[config.mk]
export PLATFORM = sky130hd
export DESIGN_NAME = pkt_assembler
export DESIGN_NICKNAME = d
export VERILOG_FILES = /design/src/rtl/pa_pkg.sv /design/src/rtl/crc8_byte_calc.sv /design/src/rtl/pkt_assembler.sv
export SDC_FILE = /design/constraint.sdc
export NUM_CORES = 1
export LEC_CHECK = 0
export CAP_MARGIN = 20
export CORE_ASPECT_RATIO = 0.75
export CORE_UTILIZATION = 48
export CTS_CLUSTER_DIAMETER = 120
export CTS_CLUSTER_SIZE = 25
export DETAILED_ROUTE_END_ITERATION = 10
export GPL_ROUTABILITY_DRIVEN = 0
export HOLD_SLACK_MARGIN = 0.08
export PLACE_DENSITY = 0.82
export SYNTH_ARGS = -nofsm -noshare
export SYNTH_HDL_FRONTEND = slang
export SYNTH_HIERARCHICAL = 1
export SYNTH_SLANG_ARGS = --single-unit
export TNS_END_PERCENT = 50
[constraint.sdc]
create_clock -name clk -period 2.8 [get_ports clk]
set_clock_uncertainty 0.2 [all_clocks]
set_input_delay 0.42 -clock clk [delete_from_list [all_inputs] [get_ports clk]]
set_output_delay 0.42 -clock clk [all_outputs]
set_load 0.02 [all_outputs]
[src/rtl/pa_pkg.sv]
// pa_pkg: shared states and constants for the packet assembler
package pa_pkg;
  typedef enum logic [2:0] {IDLE, HDR_WR, PAYLOAD, CRC_WR, DONE} pa_state_t;
  localparam logic [2:0] SOP = 3'b111;
  localparam int HDR_BYTES = 2;
  localparam logic [7:0] CRC_POLY = 8'h07;
endpackage

[src/rtl/crc8_byte_calc.sv]
// crc8_byte_calc: one MSB-first CRC-8 step over a full byte
module crc8_byte_calc
  import pa_pkg::*;
(
  input  logic [7:0] crc_in,
  input  logic [7:0] data_in,
  output logic [7:0] crc_out
);
  always_comb begin
    logic [7:0] c;
    c = crc_in ^ data_in;
    for (int i = 0; i < 8; i++) c = c[7] ? {c[6:0], 1'b0} ^ CRC_POLY : {c[6:0], 1'b0};
    crc_out = c;
  end
endmodule

[src/rtl/pkt_assembler.sv]
// pkt_assembler: writes header, payload bytes and trailing CRC-8 of a packet to memory
module pkt_assembler
  import pa_pkg::*;
#(
  parameter int ADDR_W = 14,
  parameter int DATA_W = 32
) (
  input  logic              clk,
  input  logic              reset,
  input  logic              pa_start,
  input  logic [ADDR_W-1:0] pa_addr_hdr,
  input  logic [3:0]        pa_pkt_type,
  input  logic [3:0]        pa_byte_cnt,
  input  logic [7:0]        in_data,
  input  logic              in_valid,
  output logic              in_ready,
  output logic [ADDR_W-1:0] mem_addr,
  output logic [3:0]        mem_we,
  output logic [DATA_W-1:0] mem_data,
  output logic              pa_busy,
  output logic              pa_irq,
  output logic [7:0]        pa_crc
);
  pa_state_t state, state_nx;
  logic [ADDR_W-1:0] addr_hdr;
  logic [3:0] pkt_type, byte_cnt, k, ecc;
  logic [7:0] crc, crc_nx, d;
  logic [15:0] hdr;
  logic take;
  assign d = {pkt_type, byte_cnt};
  assign ecc = {d[4] ^ d[5] ^ d[6] ^ d[7], d[1] ^ d[2] ^ d[3] ^ d[7],
                d[0] ^ d[2] ^ d[3] ^ d[5] ^ d[6], d[0] ^ d[1] ^ d[3] ^ d[4] ^ d[6]};
  assign hdr = {SOP, ^d, pkt_type, byte_cnt, ecc};
  assign take = in_valid && state == PAYLOAD;
  crc8_byte_calc u_crc (.crc_in(crc), .data_in(in_data), .crc_out(crc_nx));
  always_ff @(posedge clk) begin
    if (reset) state <= IDLE;
    else state <= state_nx;
  end
  always_comb begin
    state_nx = state;
    in_ready = 1'b0;
    mem_we   = 4'b0000;
    mem_addr = addr_hdr;
    mem_data = DATA_W'(hdr);
    pa_busy  = state != IDLE;
    pa_irq   = 1'b0;
    case (state)
      IDLE: state_nx = pa_start ? HDR_WR : IDLE;
      HDR_WR: begin
        mem_we   = 4'b0011;
        state_nx = PAYLOAD;
      end
      PAYLOAD: begin
        in_ready = 1'b1;
        mem_we   = take ? 4'b0001 : 4'b0000;
        mem_addr = addr_hdr + ADDR_W'(HDR_BYTES) + ADDR_W'(k);
        mem_data = DATA_W'(in_data);
        state_nx = (take && k == byte_cnt) ? CRC_WR : PAYLOAD;
      end
      CRC_WR: begin
        mem_we   = 4'b0001;
        mem_addr = addr_hdr + ADDR_W'(byte_cnt) + ADDR_W'(HDR_BYTES + 1);
        mem_data = DATA_W'(crc);
        state_nx = DONE;
      end
      DONE: begin
        pa_irq   = 1'b1;
        state_nx = IDLE;
      end
      default: state_nx = IDLE;
    endcase
  end
  always_ff @(posedge clk) begin
    if (reset) begin
      addr_hdr <= '0;
      pkt_type <= '0;
      byte_cnt <= '0;
      k        <= '0;
      crc      <= '0;
      pa_crc   <= '0;
    end else begin
      if (state == IDLE && pa_start) begin
        addr_hdr <= pa_addr_hdr;
        pkt_type <= pa_pkt_type;
        byte_cnt <= pa_byte_cnt;
        k        <= '0;
        crc      <= '0;
      end
      if (take) begin
        k   <= k + 4'd1;
        crc <= crc_nx;
      end
      if (state == CRC_WR) pa_crc <= crc;
    end
  end
endmodule

==> results of run 1 <==
==> per-layer routing <==
layer  up-vias  GRT usage  share of wire
met3        29     0.0461          0.072
met5         -          0              0
met2       143      0.441           0.49
met4         0     0.0892          0.029
li1       1474          -              -
met1      1479      0.335           0.41
==> sequential cells by signal (all words and copies together), names as in the netlist <==
name and count:
addr_hdr 14, crc 8, pa_crc 8, byte_cnt 4, k 4, pkt_type 4
state 3
==> metrics by stage <==
stage,hold slack (ns),setup WS [ns],cells
floorplan,0.250,0.0156,410
detailed placement,0.253,-0.547,558
finish,0.259,-0.251,573
CTS,0.265,-0.162,571
global placement,0.247,-0.449,558
global route,0.286,-0.313,573
==> worst min-delay path: stages (launching register included) <==
cell and delay [ns]:
dfxtp_1 0.32, nand2_1 0.05, a21oi_1 0.05
==> logic make-up (layout without fill, tap and decap cells) <==
logic type / count (synthesis) / in the layout / synth area share
AOI/OAI and AO/OA: 82 / 82 / 0.159
muxes: 10 / 10 / 0.0320
adders and majority gates: 19 / 19 / 0.0807
other: 1 / 18 / 0.00120
xor gates and xnor gates: 52 / 52 / 0.157
DFF: 45 / 45 / 0.288
and+or+nand+nor: 129 / 129 / 0.187
buffers and inverters: 55 / 137 / 0.0951
==> how the worst max path moves through the flow <==
stage	start	to	slack [ns]	cells after the start
6_report	addr_hdr[1]	mem_addr[13]	-0.25	11
5_1_grt	addr_hdr[1]	mem_addr[9]	-0.31	11
4_1_cts	addr_hdr[1]	mem_addr[9]	-0.16	11
3_5_place_dp	addr_hdr[1]	mem_addr[11]	-0.55	11
3_3_place_gp	addr_hdr[1]	mem_addr[13]	-0.45	11
2_1_floorplan	byte_cnt[0]	mem_addr[9]	0.02	10
==> power breakdown <==
group          switching (mW)  internal, mW
Sequential             0.0430         0.678
Combinational           0.510         0.429
Clock                   0.229         0.223
Total                   0.782          1.33
==> area by class of cell <==
type / count / area [um^2] / area share
multi-input cells: 310 / 2240 / 0.501
repair buffers: 116 / 1060 / 0.238
flip-flops and latches: 45 / 913 / 0.204
well taps: 81 / 101 / 0.0227
clock buffers: 7 / 96.3 / 0.0215
inverters: 13 / 53.8 / 0.0120
clock inverters: 1 / 5.00 / 0.00112
==> Yosys cell counts (all sizes together), types with 10 or more instances <==
master  instances
o21ai          11
ha             17
xnor2          29
a21oi          42
nor2           18
mux2i          10
buf            26
clkbuf         16
nand2          79
xor2           22
dfxtp          45
inv            13
==> what timing repair did <==
item | in CTS | in global routing
setup endpoints to repair | 19 | 15
buffers inserted | 5 | 2
pin swaps | 22 | 8
resized for setup | 109 | 16
==> flow_summary.ini, run 1 <==
[worst_setup_path]
r2r_start = state[0]
worstSetupPathType = reg -> out
crit_family = adder cells
critical_path_buf_inv_count = 4
crit_arrival_ns = 2.43
path_max_fanout = 3
rr_worst_depth = 5
slowest_delay_ns = 0.42
r2r_slack_ns = 0.54
cp_data_required_time_ns = 2.18
cp_cell_sequence = inv_4, ha_4, inv_2, ha_4, fa_2, nand3_2, a211oi_4, o2111ai_1, buf_4, xnor2_2, buf_4
startpoint_type = flop
worstReg2RegEnd = crc[3]
cp-end-kind = output port
cpMaxStageDelayCell = fa_2

[finish]
postLayoutCoreUtil = 0.711
final_common_cell = nand2_1
layout_common_cells = nand2_1, clkdlybuf4s50_1, buf_4
postLayoutCellArea_mm2 = 0.00447
nets = 544
areaGrowthSynthToFinish_pct = 42.8
n_antenna_cell = 0
drive_gt1_frac = 0.226
fill_cells = 489

[timing]
fin_ws_ns = -0.251
min_period_over_period = 1.09
slew_violations = 0
min_period_ns = 3.05
worstMarginPinSlew_ns = 0.784
slew_headroom = 0.475
setup_violations = 11
max_freq_ghz = 0.328
final-hold-violation-count = 0
setup_tns_ns = -1.88
rsz0062_at_grt = true

[clocking]
cts_hold_buf = 0
clkTransAtPathRegs_ns = 0.09
tritoncts = built
clockBufferDepth = 2
cts_buffers = 5
cts.sinks = 45
clock_tree.htree_level_count = 2
clock_latency_ns = 0.30
root_buffer = clkbuf_8

[floorplanning]
num_rows = 25
io_pins = 95
core_mm2 = 0.00629
initial_core_util = 0.498
die_area_mm2 = 0.00685
die_h_um = 71.9
fp.dieW_um = 95.3

[synth]
syn_inst = 393
yosysTopAreaCell = dfxtp_1
yosys_register_bits = 45
ys_seq_area_frac = 0.288
netlist.area_leader.share = 0.288
async_flop_share = 0
ys_types = 47
synth_edf_count = 0
syn_area_per_cell_um2 = 7.97
ys.flop_type = dfxtp_1
yosys-top-cells-area = dfxtp_1, nand2_1, xnor2_1
synth_area_mm2 = 0.00313
yosysWarnings = 6

[status]
violations = negative setup slack
status = finished with violations

[power]
irDropWorstVdd_mv = 0.239
power.total_mw = 2.11
powerDensity_mw_per_mm2 = 472
leakagePower_nw = 1.87

[route]
ant_nets = 0
drt_drc_violations_left = 0
via_per_inst = 5.45
drt-wirelength-per-cell_um = 16.2
drt_iter0_drc = 181
wirelength_um = 9290
dr.pass1.iters = 4
routed-via-count = 3125

[grt]
antenna_found_initial = 0
grt_overflow = 0
track_usage = 0.261
grt_pass1_wl_um = 13900
grt_max_degree = 46
grt_pass1_vias = 2936

[place]
port_buffers = 76
place_area_mm2 = 0.00408
dp_hpwl_um = 6000

[worst_hold_path]
hold_class = reg -> reg
holdPathEnd = pa_crc[4]
min_path_cells = 2
min_from = pa_crc[4]

[job]
cap_violations = 0
Note: power is estimated with default switching activity, not from simulation.
==> run 2: changes to the inputs <==
--- a/config.mk
+++ b/config.mk
@@ -6,16 +6,17 @@
 export NUM_CORES = 1
 export LEC_CHECK = 0
 export CAP_MARGIN = 20
+export CELL_PAD_IN_SITES_DETAIL_PLACEMENT = 0
+export CELL_PAD_IN_SITES_GLOBAL_PLACEMENT = 1
 export CORE_ASPECT_RATIO = 0.75
-export CORE_UTILIZATION = 48
+export CORE_UTILIZATION = 34
 export CTS_CLUSTER_DIAMETER = 120
 export CTS_CLUSTER_SIZE = 25
 export DETAILED_ROUTE_END_ITERATION = 10
 export GPL_ROUTABILITY_DRIVEN = 0
-export HOLD_SLACK_MARGIN = 0.08
-export PLACE_DENSITY = 0.82
+export HOLD_SLACK_MARGIN = 0.1
+export PLACE_DENSITY_LB_ADDON = 0.1
 export SYNTH_ARGS = -nofsm -noshare
 export SYNTH_HDL_FRONTEND = slang
 export SYNTH_HIERARCHICAL = 1
 export SYNTH_SLANG_ARGS = --single-unit
-export TNS_END_PERCENT = 50
==> flow_summary.ini, run 2 (same netlist as run 1, synthesis figures left out) <==
[status]
status = finished with violations
violations = negative setup slack

[timing]
worstMarginPinSlew_ns = 0.721
setup_violations = 10
min_period_ns = 2.99
rsz0062_at_grt = true
min_period_over_period = 1.07
slew_headroom = 0.518
fin_ws_ns = -0.188
max_freq_ghz = 0.335
final-hold-violation-count = 0
slew_violations = 0

[floorplanning]
io_pins = 95
initial_core_util = 0.359
core_mm2 = 0.00871
die_h_um = 85.1
fp.dieW_um = 113
die_area_mm2 = 0.00960
num_rows = 29

[worst_hold_path]
holdPathEnd = pa_crc[3]
min_path_cells = 2
min_from = pa_crc[3]
hold_class = reg -> reg

[power]
leakagePower_nw = 1.88
powerDensity_mw_per_mm2 = 504
power.total_mw = 2.33
irDropWorstVdd_mv = 0.273

[place]
dp_hpwl_um = 6420
post-place-ws_ns = -0.530
port_buffers = 76

[worst_setup_path]
cpMaxStageDelayCell = fa_2
slowest_delay_ns = 0.42
cp_cell_sequence = inv_4, ha_4, inv_4, ha_4, fa_2, nand3_4, a211oi_4, o2111ai_2, xnor2_2, buf_4
path_max_fanout = 4
cp_data_required_time_ns = 2.18
rr_worst_depth = 5
startpoint_type = flop
crit_arrival_ns = 2.37
worstReg2RegEnd = k[3]
cp-end-kind = output port
r2r_start = state[0]
worstSetupPathType = reg -> out
r2r_slack_ns = 0.67

[clocking]
clkTransAtPathRegs_ns = 0.07
clockBufferDepth = 2
clock_tree.htree_level_count = 2
cts.sinks = 45
cts_buffers = 5
root_buffer = clkbuf_16
tritoncts = built
cts_hold_buf = 0
clock_latency_ns = 0.29

[job]
cap_violations = 0

[finish]
largest_register_ffs = 14
top_register = addr_hdr
areaGrowthSynthToFinish_pct = 47.8
final_common_cell = nand2_1
drive_gt1_frac = 0.236
multi_input_area_mm2 = 0.00228
nets = 547
top_regs = addr_hdr: 14 flops, crc: 8 flops, pa_crc: 8 flops
n_antenna_cell = 0
layout_common_cells = nand2_1, clkdlybuf4s50_1, buf_4
fill_cells = 842
regArea_um2 = 915

[route]
dr.pass1.iters = 4
routed-via-count = 2941
wirelength_um = 8770
drt-wirelength-per-cell_um = 14.6
ant_nets = 0
drt_iter0_drc = 89
via_per_inst = 4.88
drt_drc_violations_left = 0

[grt]
antenna_found_initial = 0
grt_max_degree = 46
grt_pass1_wl_um = 14300
grt_pass1_vias = 2888
track_usage = 0.188
grt_overflow = 0
==> run 2: changes by cell type in the layout (fill, tap and decap cells not counted), sizes merged <==
cell,delta
clkbuf,-2
bufinv,+1
clkdlybuf4s50,+1
buf,+3
clkinvlp,+1
dlymetal6s2s,-1
==> run 2: per-layer routing <==
| layer | vias to the layer above | global-route usage | wire length, um |
|---|---|---|---|
| met2 | 67 | 0.300 | 3920 |
| met4 | 0 | 0.0327 | 54 |
| met5 | - | 0 | 0 |
| met3 | 7 | 0.0314 | 333 |
| met1 | 1386 | 0.269 | 4470 |
| li1 | 1481 | - | - |
==> run 2: layout make-up <==
cell class	instances	area share
Clock buffer	5	0.0270
Multi-Input combinational cell	310	0.493
Tap cell	108	0.0292
Inverter	13	0.0127
Clock inverter	3	0.0100
Sequential cell	45	0.198
Timing Repair Buffer	119	0.230
==> run 2: worst max-delay path by stage <==
stage | start | end | slack [ns] | cells after the start
after floorplan | byte_cnt[0] | mem_addr[9] | 0.02 | 10
after global routing | addr_hdr[1] | mem_addr[9] | -0.32 | 11
after global placement | addr_hdr[1] | mem_addr[13] | -0.54 | 11
after detailed placement | addr_hdr[1] | mem_addr[13] | -0.53 | 11
final | addr_hdr[1] | mem_addr[13] | -0.19 | 10
after CTS | addr_hdr[1] | mem_addr[9] | -0.16 | 11
==> run 2: through the flow <==
step                      hold WS, ns  cell area [um^2]  instances   util  setup TNS [ns]
after floorplan                 0.250              3200        410      -               0
after global placement          0.247              4140        591  0.476           -3.97
after detailed placement        0.249              4140        591  0.476           -4.03
after CTS                       0.259              4530        601  0.520          -0.628
after global routing            0.280              4630        603  0.531           -2.08
final                           0.256              4630        603  0.531           -1.13
==> run 2: power by group <==
group          internal [mW]  switching, mW
combinational          0.431          0.496
clock                  0.423          0.260
sequential             0.679         0.0421
==> run 2: critical path, delay by kind of cell, from the launching register on <==
kind	cells	cell delay (ns)
buffers and inverters	3	0.23
AOI/OAI and AO/OA	2	0.39
DFF	1	0.35
and+or+nand+nor	1	0.11
xor gates and xnor gates	1	0.15
adders and majority gates	3	0.84
==> run 2: what timing repair did <==
action                                  4_1_cts  5_1_grt
gates resized for setup                     107       21
pin swaps                                    21       16
setup buffers                                 2        3
endpoints found under the setup margin       15       14
==> run 3: changes to the inputs <==
--- a/config.mk
+++ b/config.mk
@@ -9,11 +9,12 @@
 export CELL_PAD_IN_SITES_DETAIL_PLACEMENT = 0
 export CELL_PAD_IN_SITES_GLOBAL_PLACEMENT = 1
 export CORE_ASPECT_RATIO = 0.75
-export CORE_UTILIZATION = 34
+export CORE_UTILIZATION = 32
+export CTS_BUF_LIST = sky130_fd_sc_hd__clkbuf_2 sky130_fd_sc_hd__clkbuf_4 sky130_fd_sc_hd__clkbuf_8
 export CTS_CLUSTER_DIAMETER = 120
 export CTS_CLUSTER_SIZE = 25
 export DETAILED_ROUTE_END_ITERATION = 10
-export GPL_ROUTABILITY_DRIVEN = 0
+export GPL_ROUTABILITY_DRIVEN = 1
 export HOLD_SLACK_MARGIN = 0.1
 export PLACE_DENSITY_LB_ADDON = 0.1
 export SYNTH_ARGS = -nofsm -noshare
==> constraint.sdc (replaced) <==
create_clock -name clk -period 2.6 [get_ports clk]
set_clock_uncertainty 0.2 [all_clocks]
set_input_delay 0.39 -clock clk [delete_from_list [all_inputs] [get_ports clk]]
set_output_delay 0.39 -clock clk [all_outputs]
set_load 0.02 [all_outputs]
==> flow_summary.ini, run 3 (same netlist as run 1, synthesis figures left out) <==
[finish]
top_regs = addr_hdr: 14 flops, crc: 8 flops, pa_crc: 8 flops
final_common_cell = nand2_1
n_antenna_cell = 0
nets = 553
drive_gt1_frac = 0.271
areaGrowthSynthToFinish_pct = 50.1
fill_cells = 929
postLayoutCoreUtil = 0.507
largest_register_ffs = 14
multi_input_area_mm2 = 0.00233
layout_common_cells = nand2_1, buf_4, clkdlybuf4s50_1
postLayoutCellArea_mm2 = 0.00470
regArea_um2 = 918
top_register = addr_hdr

[timing]
slew_violations = 0
max_freq_ghz = 0.332
fin_ws_ns = -0.408
setup_violations = 12
final-hold-violation-count = 0
worstMarginPinSlew_ns = 0.766
min_period_over_period = 1.16
rsz0062_at_grt = true
min_period_ns = 3.01
slew_headroom = 0.488

[status]
violations = negative setup slack
status = finished with violations

[clocking]
tritoncts = built
cts_buffers = 5
clock_latency_ns = 0.32
clock_tree.htree_level_count = 2
clkTransAtPathRegs_ns = 0.10
clockBufferDepth = 2
root_buffer = clkbuf_8
cts.sinks = 45

[grt]
grt_max_degree = 35
antenna_found_initial = 0
track_usage = 0.186
grt_pass1_vias = 2969
grt_pass1_wl_um = 14600
grt_overflow = 0

[route]
drt_iter0_drc = 106
drt-wirelength-per-cell_um = 14.0
ant_nets = 0
dr.pass1.iters = 4
via_per_inst = 4.62
routed-via-count = 2907
wirelength_um = 8780
drt_drc_violations_left = 0

[floorplanning]
initial_core_util = 0.338
fp.dieW_um = 116
die_h_um = 87.7
num_rows = 30
core_mm2 = 0.00927
io_pins = 95
die_area_mm2 = 0.0102

[worst_setup_path]
slowest_delay_ns = 0.37
cp-end-kind = output port
cp_data_required_time_ns = 2.01
cpMaxStageDelayCell = dfxtp_2
crit_arrival_ns = 2.42
cp_cell_sequence = inv_4, ha_4, inv_2, ha_4, fa_2, nand3_2, a211oi_2, buf_4, o2111ai_2, xnor2_2, buf_4
worstSetupPathType = reg -> out
startpoint_type = flop
path_max_fanout = 2

[power]
power.total_mw = 2.35
p_sw_mw = 0.865
leakagePower_nw = 1.98
swShare = 0.368
powerDensity_mw_per_mm2 = 500
irDropWorstVdd_mv = 0.366
seq_power_share = 0.328
p_comb_frac = 0.424
p_int_mw = 1.49
clock_power_share = 0.248

[place]
port_buffers = 76
post-place-ws_ns = -0.686
gp_congestion = 0.795
dp_hpwl_um = 6570
place_area_mm2 = 0.00428

[worst_hold_path]
hold_class = reg -> reg

[job]
cap_violations = 0
## run 3: changes by cell type in the layout (fill, tap and decap cells not counted), moves of 4 or more
cell / previous run / this run
dlygate4sd2_1: 2 / 13
xnor2_2: 5 / 9
clkdlybuf4s50_1: 61 / 48
buf_4: 47 / 52
xor2_1: 21 / 16
xor2_2: 1 / 6
clkbuf_8: 0 / 5
buf_6: 5 / 9
clkbuf_16: 5 / 0
xnor2_1: 24 / 20
## run 3: area by class of cell
cell class	count	share of cell area
Clock buffer	5	0.0146
Clock inverter	3	0.0101
Inverter	13	0.0109
Multi-Input combinational cell	310	0.496
Sequential cell	45	0.195
Tap cell	128	0.0341
Timing Repair Buffer	125	0.239
## run 3: power groups by stage
stage | sequential (mW) | clock [mW] | combinational (mW)
2_1_floorplan | 0.783 | 0 | 0.603
4_1_cts | 0.773 | 0.600 | 0.979
3_3_place_gp | 0.783 | 0 | 0.973
3_5_place_dp | 0.784 | 0 | 0.973
5_1_grt | 0.778 | 0.626 | 1.09
6_report | 0.772 | 0.583 | 0.996
## run 3: critical path: cells and delay by family, from the launching register on
kind            cells  cell delay (ns)
fa+ha+maj           3             0.78
buf+inv             4             0.38
flops               1             0.37
compound gates      2             0.35
xor+xnor            1             0.14
simple gates        1             0.09
## run 3: metal layers
metal	vias up	share of wire	track usage
met4	0	0.0080	0.0408
li1	1486	-	-
met1	1354	0.50	0.254
met3	8	0.037	0.0401
met5	-	0	0
met2	59	0.45	0.300
## run 3: what timing repair did
item / CTS / global route
endpoints found under the hold margin: 0 / 0
hold buffers: 0 / 0
endpoints found under the setup margin: 27 / 19
gates resized for setup: 127 / 23
pin swaps: 24 / 8
setup buffers: 5 / 1
## run 3: final timing paths
| path | startpoint | end | slack, ns | cells after the start |
|---|---|---|---|---|
| setup / recovery | addr_hdr[1] | mem_addr[13] | -0.41 | 11 |
| hold / removal | pa_crc[1] | pa_crc[1] | 0.26 | 2 |
| setup reg to reg | state[0] | k[3] | 0.22 | 6 |
| hold reg to reg | pa_crc[1] | pa_crc[1] | 0.26 | 2 |
## run 3: per-stage QoR
stage	hold WS, ns	setup TNS [ns]	cells
after detailed placement	0.249	-5.97	616
after global routing	0.278	-4.43	629
after global placement	0.247	-5.53	616
after floorplan	0.250	0	410
final	0.258	-3.33	629
after CTS	0.264	-3.44	628
